===== config.mk =====
export PLATFORM = sky130hd
export DESIGN_NAME = spi_responder
export DESIGN_NICKNAME = d
export VERILOG_FILES = /design/src/rtl/spi_pkg.sv /design/src/rtl/spi_sync_edge.sv /design/src/rtl/spi_responder.sv
export SDC_FILE = /design/constraint.sdc
export NUM_CORES = 1
export LEC_CHECK = 0
export CAP_MARGIN = 5
export CORE_AREA = 2 2 72 74
export CTS_CLUSTER_DIAMETER = 200
export DETAILED_ROUTE_END_ITERATION = 7
export DIE_AREA = 0 0 74 76
export GPL_ROUTABILITY_DRIVEN = 0
export PLACE_DENSITY_LB_ADDON = 0.1
export SLEW_MARGIN = 20
export SYNTH_ARGS = -nofsm -noshare
export SYNTH_HDL_FRONTEND = slang
export SYNTH_SLANG_ARGS = --single-unit

===== constraint.sdc =====
create_clock -name clk -period 3.7 [get_ports clk]
set_input_delay 0.555 -clock clk [delete_from_list [all_inputs] [get_ports clk]]
set_output_delay 0.555 -clock clk [all_outputs]
set_load 0.03 [all_outputs]

===== src/rtl/spi_pkg.sv =====
// Shared types and constants for the SPI responder: FSM state encoding,
// clock mode constants and the default word length.
package spi_pkg;

  typedef enum logic [1:0] {
    ST_IDLE  = 2'd0,
    ST_LOAD  = 2'd1,
    ST_SHIFT = 2'd2
  } state_e;

  localparam int CPOL_LOW      = 0;
  localparam int CPOL_HIGH     = 1;
  localparam int CPHA_LEADING  = 0;
  localparam int CPHA_TRAILING = 1;

  localparam int DEFAULT_WIDTH = 8;

endpackage


===== src/rtl/spi_sync_edge.sv =====
// Synchronises sclk, cs_n and mosi into clk and turns sclk/cs_n transitions
// into single-cycle sample/shift and select fall/rise pulses.
module spi_sync_edge #(
  parameter int CPOL        = 0,
  parameter int CPHA        = 0,
  parameter int SYNC_STAGES = 2
) (
  input  logic clk,
  input  logic rst,
  input  logic sclk,
  input  logic cs_n,
  input  logic mosi,
  output logic mosi_s,
  output logic sample_edge,
  output logic shift_edge,
  output logic cs_n_fall,
  output logic cs_n_rise
);

  localparam logic IDLE_LVL     = 1'(CPOL);
  localparam bit   SAMPLE_TRAIL = (CPHA != 0);

  logic [SYNC_STAGES-1:0] sclk_q, cs_q, mosi_q;
  logic sclk_prev_q, cs_prev_q;
  logic mosi_s_q, sample_q, shift_q, fall_q, rise_q;
  logic sclk_s, cs_s, sclk_chg, lead, trail;

  assign sclk_s   = sclk_q[SYNC_STAGES-1];
  assign cs_s     = cs_q[SYNC_STAGES-1];
  assign sclk_chg = sclk_s != sclk_prev_q;
  assign lead     = sclk_chg && (sclk_s != IDLE_LVL);
  assign trail    = sclk_chg && (sclk_s == IDLE_LVL);

  // Edge pulses are registered together with mosi so both line up in the same cycle
  always_ff @(posedge clk) begin
    if (!rst) begin
      sclk_q      <= {SYNC_STAGES{IDLE_LVL}};
      cs_q        <= {SYNC_STAGES{1'b1}};
      mosi_q      <= '0;
      sclk_prev_q <= IDLE_LVL;
      cs_prev_q   <= 1'b1;
      mosi_s_q    <= 1'b0;
      sample_q    <= 1'b0;
      shift_q     <= 1'b0;
      fall_q      <= 1'b0;
      rise_q      <= 1'b0;
    end else begin
      sclk_q      <= {sclk_q[SYNC_STAGES-2:0], sclk};
      cs_q        <= {cs_q[SYNC_STAGES-2:0], cs_n};
      mosi_q      <= {mosi_q[SYNC_STAGES-2:0], mosi};
      sclk_prev_q <= sclk_s;
      cs_prev_q   <= cs_s;
      mosi_s_q    <= mosi_q[SYNC_STAGES-1];
      sample_q    <= SAMPLE_TRAIL ? trail : lead;
      shift_q     <= SAMPLE_TRAIL ? lead : trail;
      fall_q      <= cs_prev_q & ~cs_s;
      rise_q      <= ~cs_prev_q & cs_s;
    end
  end

  assign mosi_s      = mosi_s_q;
  assign sample_edge = sample_q;
  assign shift_edge  = shift_q;
  assign cs_n_fall   = fall_q;
  assign cs_n_rise   = rise_q;

endmodule


===== src/rtl/spi_responder.sv =====
// SPI responder: oversampled pins, MSB-first WIDTH-bit exchange with a tx holding
// register and rx valid pulse. SPI_RESPONDER_LOOPBACK_EN echoes last rx word on underrun.
module spi_responder
  import spi_pkg::*;
#(
  parameter int WIDTH       = DEFAULT_WIDTH,
  parameter int CPOL        = CPOL_LOW,
  parameter int CPHA        = CPHA_LEADING,
  parameter int SYNC_STAGES = 2
) (
  input  logic             clk,
  input  logic             rst,
  input  logic             sclk,
  input  logic             cs_n,
  input  logic             mosi,
  output logic             miso,
  output logic             miso_oe,
  input  logic [WIDTH-1:0] tx_data,
  input  logic             tx_valid,
  output logic             tx_ready,
  output logic [WIDTH-1:0] rx_data,
  output logic             rx_valid,
  output logic             busy,
  output logic             underrun
);

  localparam int CW = $clog2(WIDTH + 1);

  logic mosi_s, sample_edge, shift_edge, cs_n_fall, cs_n_rise;

  spi_sync_edge #(
    .CPOL        (CPOL),
    .CPHA        (CPHA),
    .SYNC_STAGES (SYNC_STAGES)
  ) u_sync (
    .clk         (clk),
    .rst         (rst),
    .sclk        (sclk),
    .cs_n        (cs_n),
    .mosi        (mosi),
    .mosi_s      (mosi_s),
    .sample_edge (sample_edge),
    .shift_edge  (shift_edge),
    .cs_n_fall   (cs_n_fall),
    .cs_n_rise   (cs_n_rise)
  );

  state_e           state_q, state_d;
  logic [WIDTH-1:0] hold_q, hold_d, tx_sh_q, tx_sh_d, rx_sh_q, rx_sh_d;
  logic [WIDTH-1:0] rx_data_q, rx_data_d, fill_word, load_word, rx_next;
  logic [CW-1:0]    cnt_q, cnt_d;
  logic             hold_full_q, hold_full_d, rx_valid_q, rx_valid_d;
  logic             underrun_q, underrun_d, miso_q, miso_d, load;

`ifdef SPI_RESPONDER_LOOPBACK_EN
  assign fill_word = rx_data_q;
`else
  assign fill_word = '0;
`endif

  assign load_word = hold_full_q ? hold_q : fill_word;
  assign rx_next   = {rx_sh_q[WIDTH-2:0], mosi_s};

  always_comb begin
    state_d     = state_q;
    hold_d      = hold_q;
    hold_full_d = hold_full_q;
    tx_sh_d     = tx_sh_q;
    rx_sh_d     = rx_sh_q;
    cnt_d       = cnt_q;
    rx_data_d   = rx_data_q;
    rx_valid_d  = 1'b0;
    miso_d      = miso_q;
    load        = 1'b0;

    case (state_q)
      ST_IDLE: begin
        miso_d = 1'b0;
        if (cs_n_fall) state_d = ST_LOAD;
      end
      ST_LOAD: begin
        state_d = ST_SHIFT;
        cnt_d   = '0;
        rx_sh_d = '0;
        if (!cs_n_rise) begin
          load = 1'b1;
          // Leading-edge sampling needs the MSB on the wire before the first edge
          if (CPHA == CPHA_LEADING) begin
            miso_d  = load_word[WIDTH-1];
            tx_sh_d = load_word << 1;
          end else begin
            miso_d  = 1'b0;
            tx_sh_d = load_word;
          end
        end
      end
      ST_SHIFT: begin
        if (shift_edge) begin
          miso_d  = tx_sh_q[WIDTH-1];
          tx_sh_d = tx_sh_q << 1;
        end
        if (sample_edge) begin
          rx_sh_d = rx_next;
          cnt_d   = cnt_q + CW'(1);
          if (cnt_q == CW'(WIDTH - 1)) begin
            cnt_d      = '0;
            rx_data_d  = rx_next;
            rx_valid_d = 1'b1;
            // Reloaded word is driven from the next shift edge onward
            if (!cs_n_rise) begin
              load    = 1'b1;
              tx_sh_d = load_word;
            end
          end
        end
      end
      default: state_d = ST_IDLE;
    endcase

    if (cs_n_rise) state_d = ST_IDLE;

    underrun_d = load && !hold_full_q;

    // A new word arriving in the copy cycle survives; the copy used the old contents
    if (tx_valid && !hold_full_q) begin
      hold_d      = tx_data;
      hold_full_d = 1'b1;
    end else if (load) begin
      hold_full_d = 1'b0;
    end
  end

  always_ff @(posedge clk) begin
    if (!rst) begin
      state_q     <= ST_IDLE;
      hold_q      <= '0;
      hold_full_q <= 1'b0;
      tx_sh_q     <= '0;
      rx_sh_q     <= '0;
      cnt_q       <= '0;
      rx_data_q   <= '0;
      rx_valid_q  <= 1'b0;
      underrun_q  <= 1'b0;
      miso_q      <= 1'b0;
    end else begin
      state_q     <= state_d;
      hold_q      <= hold_d;
      hold_full_q <= hold_full_d;
      tx_sh_q     <= tx_sh_d;
      rx_sh_q     <= rx_sh_d;
      cnt_q       <= cnt_d;
      rx_data_q   <= rx_data_d;
      rx_valid_q  <= rx_valid_d;
      underrun_q  <= underrun_d;
      miso_q      <= miso_d;
    end
  end

  assign miso     = miso_q;
  assign miso_oe  = (state_q != ST_IDLE);
  assign busy     = (state_q != ST_IDLE);
  assign tx_ready = ~hold_full_q;
  assign rx_data  = rx_data_q;
  assign rx_valid = rx_valid_q;
  assign underrun = underrun_q;

endmodule


==> flow_metrics.tcl <==
set metrics [dict create \
    floorplan.core_area_um2 4910 \
    port_buffers 27 \
    multi_input_area_um2 1120 \
    route.detailed.vias_per_inst 5.55 \
    antenna_cells_inserted 0 \
    postCtsSetupRepairBufs 0 \
    worst-path-max-fanout 3 \
    tritoncts.num_buffers 5 \
    postSynthNetCount 268 \
    cts_hold_buf 0 \
    drc_errors 0 \
    placementRows 26 \
    grt_antenna_before_repair 0 \
    synth.yosys.warnings 0 \
    synth_top_cell_area_share_pct 46.4 \
    grt_pass1_wl_um 8320 \
    cts_tree "built" \
    cts_repair_resize_count 0 \
    netlist_top_cells_area "sky130_fd_sc_hd__dfxtp_1 (46%), sky130_fd_sc_hd__a21oi_1 (4.1%), sky130_fd_sc_hd__o21ai_0 (4.1%), sky130_fd_sc_hd__mux2i_1 (3.9%), sky130_fd_sc_hd__mux2_2 (3.4%)" \
    clk_pin_slew_ns 0.10 \
    ios 28 \
    synth_top_cell_by_area "sky130_fd_sc_hd__dfxtp_1" \
    detail_route.wirelength_um 4810 \
    drt-pass1-iter-count 4 \
    drt-initial-drc-count 166 \
    grtUsageMet2_pct 27.4 \
    timing_worst_setup_path_type "flip-flop to output port" \
    clockRootBuffer "sky130_fd_sc_hd__clkbuf_8" \
    hold_viol 0 \
    detailedPlacementHpwl_um 3230 \
    ant_nets 0 \
    synth_area_um2 2330 \
    grt_overflow 0 \
    starting_density_of_the_core_pct 47.5 \
    cp_data_arrival_time_ns 1.75 \
    max_clk_rate_mhz 435 \
    grt_start_max_net_pins 31 \
    grt_use_met1_pct 25.9 \
    area_overhead_of_the_layout_relative_to_synthesis_pct 15.6 \
    clock_network_latency_to_the_later_pin_of_the_worst_skew_pair_ns 0.31 \
    final_critical_path_setup_slack_ns 1.40 \
    max_slew.worst_pin.slew_ns 0.927 \
    finalCritPeriodShare_pct 62.2 \
    first_global_vias 1703 \
    die_height_um 76 \
    grt_util_met3_pct 4.63 \
    route.vias.total 1864 \
    most-common-layout-cells "sky130_fd_sc_hd__dfxtp_1 (54), sky130_fd_sc_hd__clkdlybuf4s50_1 (27), sky130_fd_sc_hd__nor2_1 (20)" \
    layout_commonest_cell "sky130_fd_sc_hd__dfxtp_1" \
    asyncSetResetFlopFracSynth_pct 0 \
    syn-mean-instance-area_um2 9.37 \
    yosysUniqueCellTypes 42 \
    place_ws_ns 1.42 \
    synth_top_flop_cell "sky130_fd_sc_hd__dfxtp_1" \
    finalMaxSlewViolations 0 \
    final_layout_size_suffix_gt1_share_pct 8.27 \
    ys_seq_elements 54 \
    final-seq-area_um2 1080 \
    post_drt_wl_per_cell_um 14.3 \
    timing.max_slew.rel_slack_pct 38.2 \
    ir_drop_mv 0.215 \
    outcome "finished, final reports clean" \
    end_kind "output port" \
    setup.worst_path.start_class "flip-flop" \
    critical_path_rt_ns 3.14 \
    postSynthCellCount 249 \
    layout_min_cycle_time_ns 2.30 \
    cts_htree_levels 2 \
    rsz_0062_raised_after_global_routing "false" \
    fill_cells 473 \
    most_used_layer_global_route "met2" \
    power_leakage_nw 0.951 \
    finalSetupViolations 0 \
    min-delay-path-class "flip-flop to flip-flop" \
    number_of_synthesized_flops_with_an_enable_pin 0 \
    power_density_nw_per_um2 481 \
    max-clock-path-buffers 2 \
    clock-sinks 54 \
    tns_ns 0 \
    grtUsageTotal_pct 18.7 \
    fp.dieArea_um2 5620 \
    yosysSeqAreaShare_pct 46.4 \
    cap_viol_max_count 0 \
    finish.net_count 284 \
    fin_skew_ns 0.00739 \
    die_width_um 74 \
]
==> per-stage QoR <==
| step | power, W | cells | utilization (%) | area, µm² | hold WS [ns] |
|---|---|---|---|---|---|
| 2_1_floorplan | 0.000893 | 249 | - | 2330 | 0.383 |
| 3_3_place_gp | 0.000955 | 328 | 52.9 | 2600 | 0.390 |
| 3_5_place_dp | 0.000955 | 328 | 52.9 | 2600 | 0.396 |
| 4_1_cts | 0.00131 | 336 | 54.9 | 2700 | 0.412 |
| 5_1_grt | 0.00137 | 336 | 54.9 | 2700 | 0.423 |
| 6_report | 0.00130 | 336 | 54.9 | 2700 | 0.408 |
==> worst max-delay path, cell delays in order, from the launching register on <==
cell                              delay (ns)
sky130_fd_sc_hd__dfxtp_1                0.37
sky130_fd_sc_hd__inv_1                  0.09
sky130_fd_sc_hd__ha_1                   0.23
sky130_fd_sc_hd__inv_1                  0.07
sky130_fd_sc_hd__clkdlybuf4s50_1        0.67
==> state kept, by name, indices dropped and copies added, names as in the netlist, 2 cells and up <==
register / count
hold_q: 8
rx_data: 8
tx_sh_q: 8
state_q: 2
u_sync.mosi_q: 2
rx_sh_q: 7
cnt_q: 4
u_sync.cs_q: 2
u_sync.sclk_q: 2
==> kinds of logic (layout without fill, tap and decap cells) <==
| logic type | after synthesis | count (layout) | share of synthesized area [%] |
|---|---|---|---|
| fa+ha+maj | 5 | 5 | 2.68 |
| buf+inv | 26 | 43 | 5.42 |
| simple gates | 78 | 78 | 19.9 |
| flops | 54 | 54 | 46.4 |
| mux | 16 | 16 | 7.24 |
| compound gates | 70 | 70 | 18.5 |
==> per-layer routing <==
layer	routed length, µm	share of wire [%]	up-vias
li1	-	-	929
met1	2350	49	889
met2	2200	46	39
met3	170	3.5	7
met4	92	1.9	0
met5	0	0	-
==> cells in the mapped netlist, types with 2 or more instances <==
| cell type | count |
|---|---|
| sky130_fd_sc_hd__nand3b_1 | 2 |
| sky130_fd_sc_hd__a21oi_1 | 19 |
| sky130_fd_sc_hd__clkbuf_1 | 8 |
| sky130_fd_sc_hd__inv_1 | 7 |
| sky130_fd_sc_hd__a22oi_1 | 8 |
| sky130_fd_sc_hd__nand2_1 | 3 |
| sky130_fd_sc_hd__buf_2 | 8 |
| sky130_fd_sc_hd__nor2_1 | 20 |
| sky130_fd_sc_hd__nand2b_1 | 5 |
| sky130_fd_sc_hd__nor2b_1 | 6 |
| sky130_fd_sc_hd__ha_1 | 5 |
| sky130_fd_sc_hd__nand4_1 | 2 |
| sky130_fd_sc_hd__o21ai_0 | 19 |
| sky130_fd_sc_hd__and2_1 | 7 |
| sky130_fd_sc_hd__mux2_2 | 7 |
| sky130_fd_sc_hd__a21boi_0 | 2 |
| sky130_fd_sc_hd__buf_6 | 2 |
| sky130_fd_sc_hd__nand4b_1 | 8 |
| sky130_fd_sc_hd__mux2i_1 | 9 |
| sky130_fd_sc_hd__dfxtp_1 | 54 |
| sky130_fd_sc_hd__o211ai_1 | 7 |
| sky130_fd_sc_hd__or3b_2 | 2 |
| sky130_fd_sc_hd__nand3_1 | 11 |
| sky130_fd_sc_hd__nor3_1 | 2 |
| sky130_fd_sc_hd__a31oi_1 | 9 |
==> layout make-up <==
class                      count  area share, %
timing repair buffer          28           10.3
clock buffer                   6           3.06
tap                           70           3.25
multi-input combinational    169           41.7
sequential                    54           40.1
clock inverter                 2          0.603
inverter                       7          0.974
==> where the power goes <==
part           switching, W  leakage (nW)  internal, W
Combinational      0.000159         0.464     0.000124
Sequential        0.0000333         0.439     0.000628
Clock              0.000199        0.0478     0.000154
Total              0.000392         0.951     0.000906
==> worst paths after layout <==
check                                     start                       endpoint  slack [ns]  cells after the start
setup reg to reg        state_q[0]$_SDFFE_PP0P_            underrun$_SDFF_PN0_        1.45                      5
hold reg to reg   u_sync.sclk_prev_q$_SDFF_PN0_  u_sync.sample_edge$_SDFF_PN0_        0.41                      1
setup / recovery        state_q[0]$_SDFFE_PP0P_                        miso_oe        1.40                      4
hold / removal    u_sync.sclk_prev_q$_SDFF_PN0_  u_sync.sample_edge$_SDFF_PN0_        0.41                      1
(Power assumes the default switching activity.)
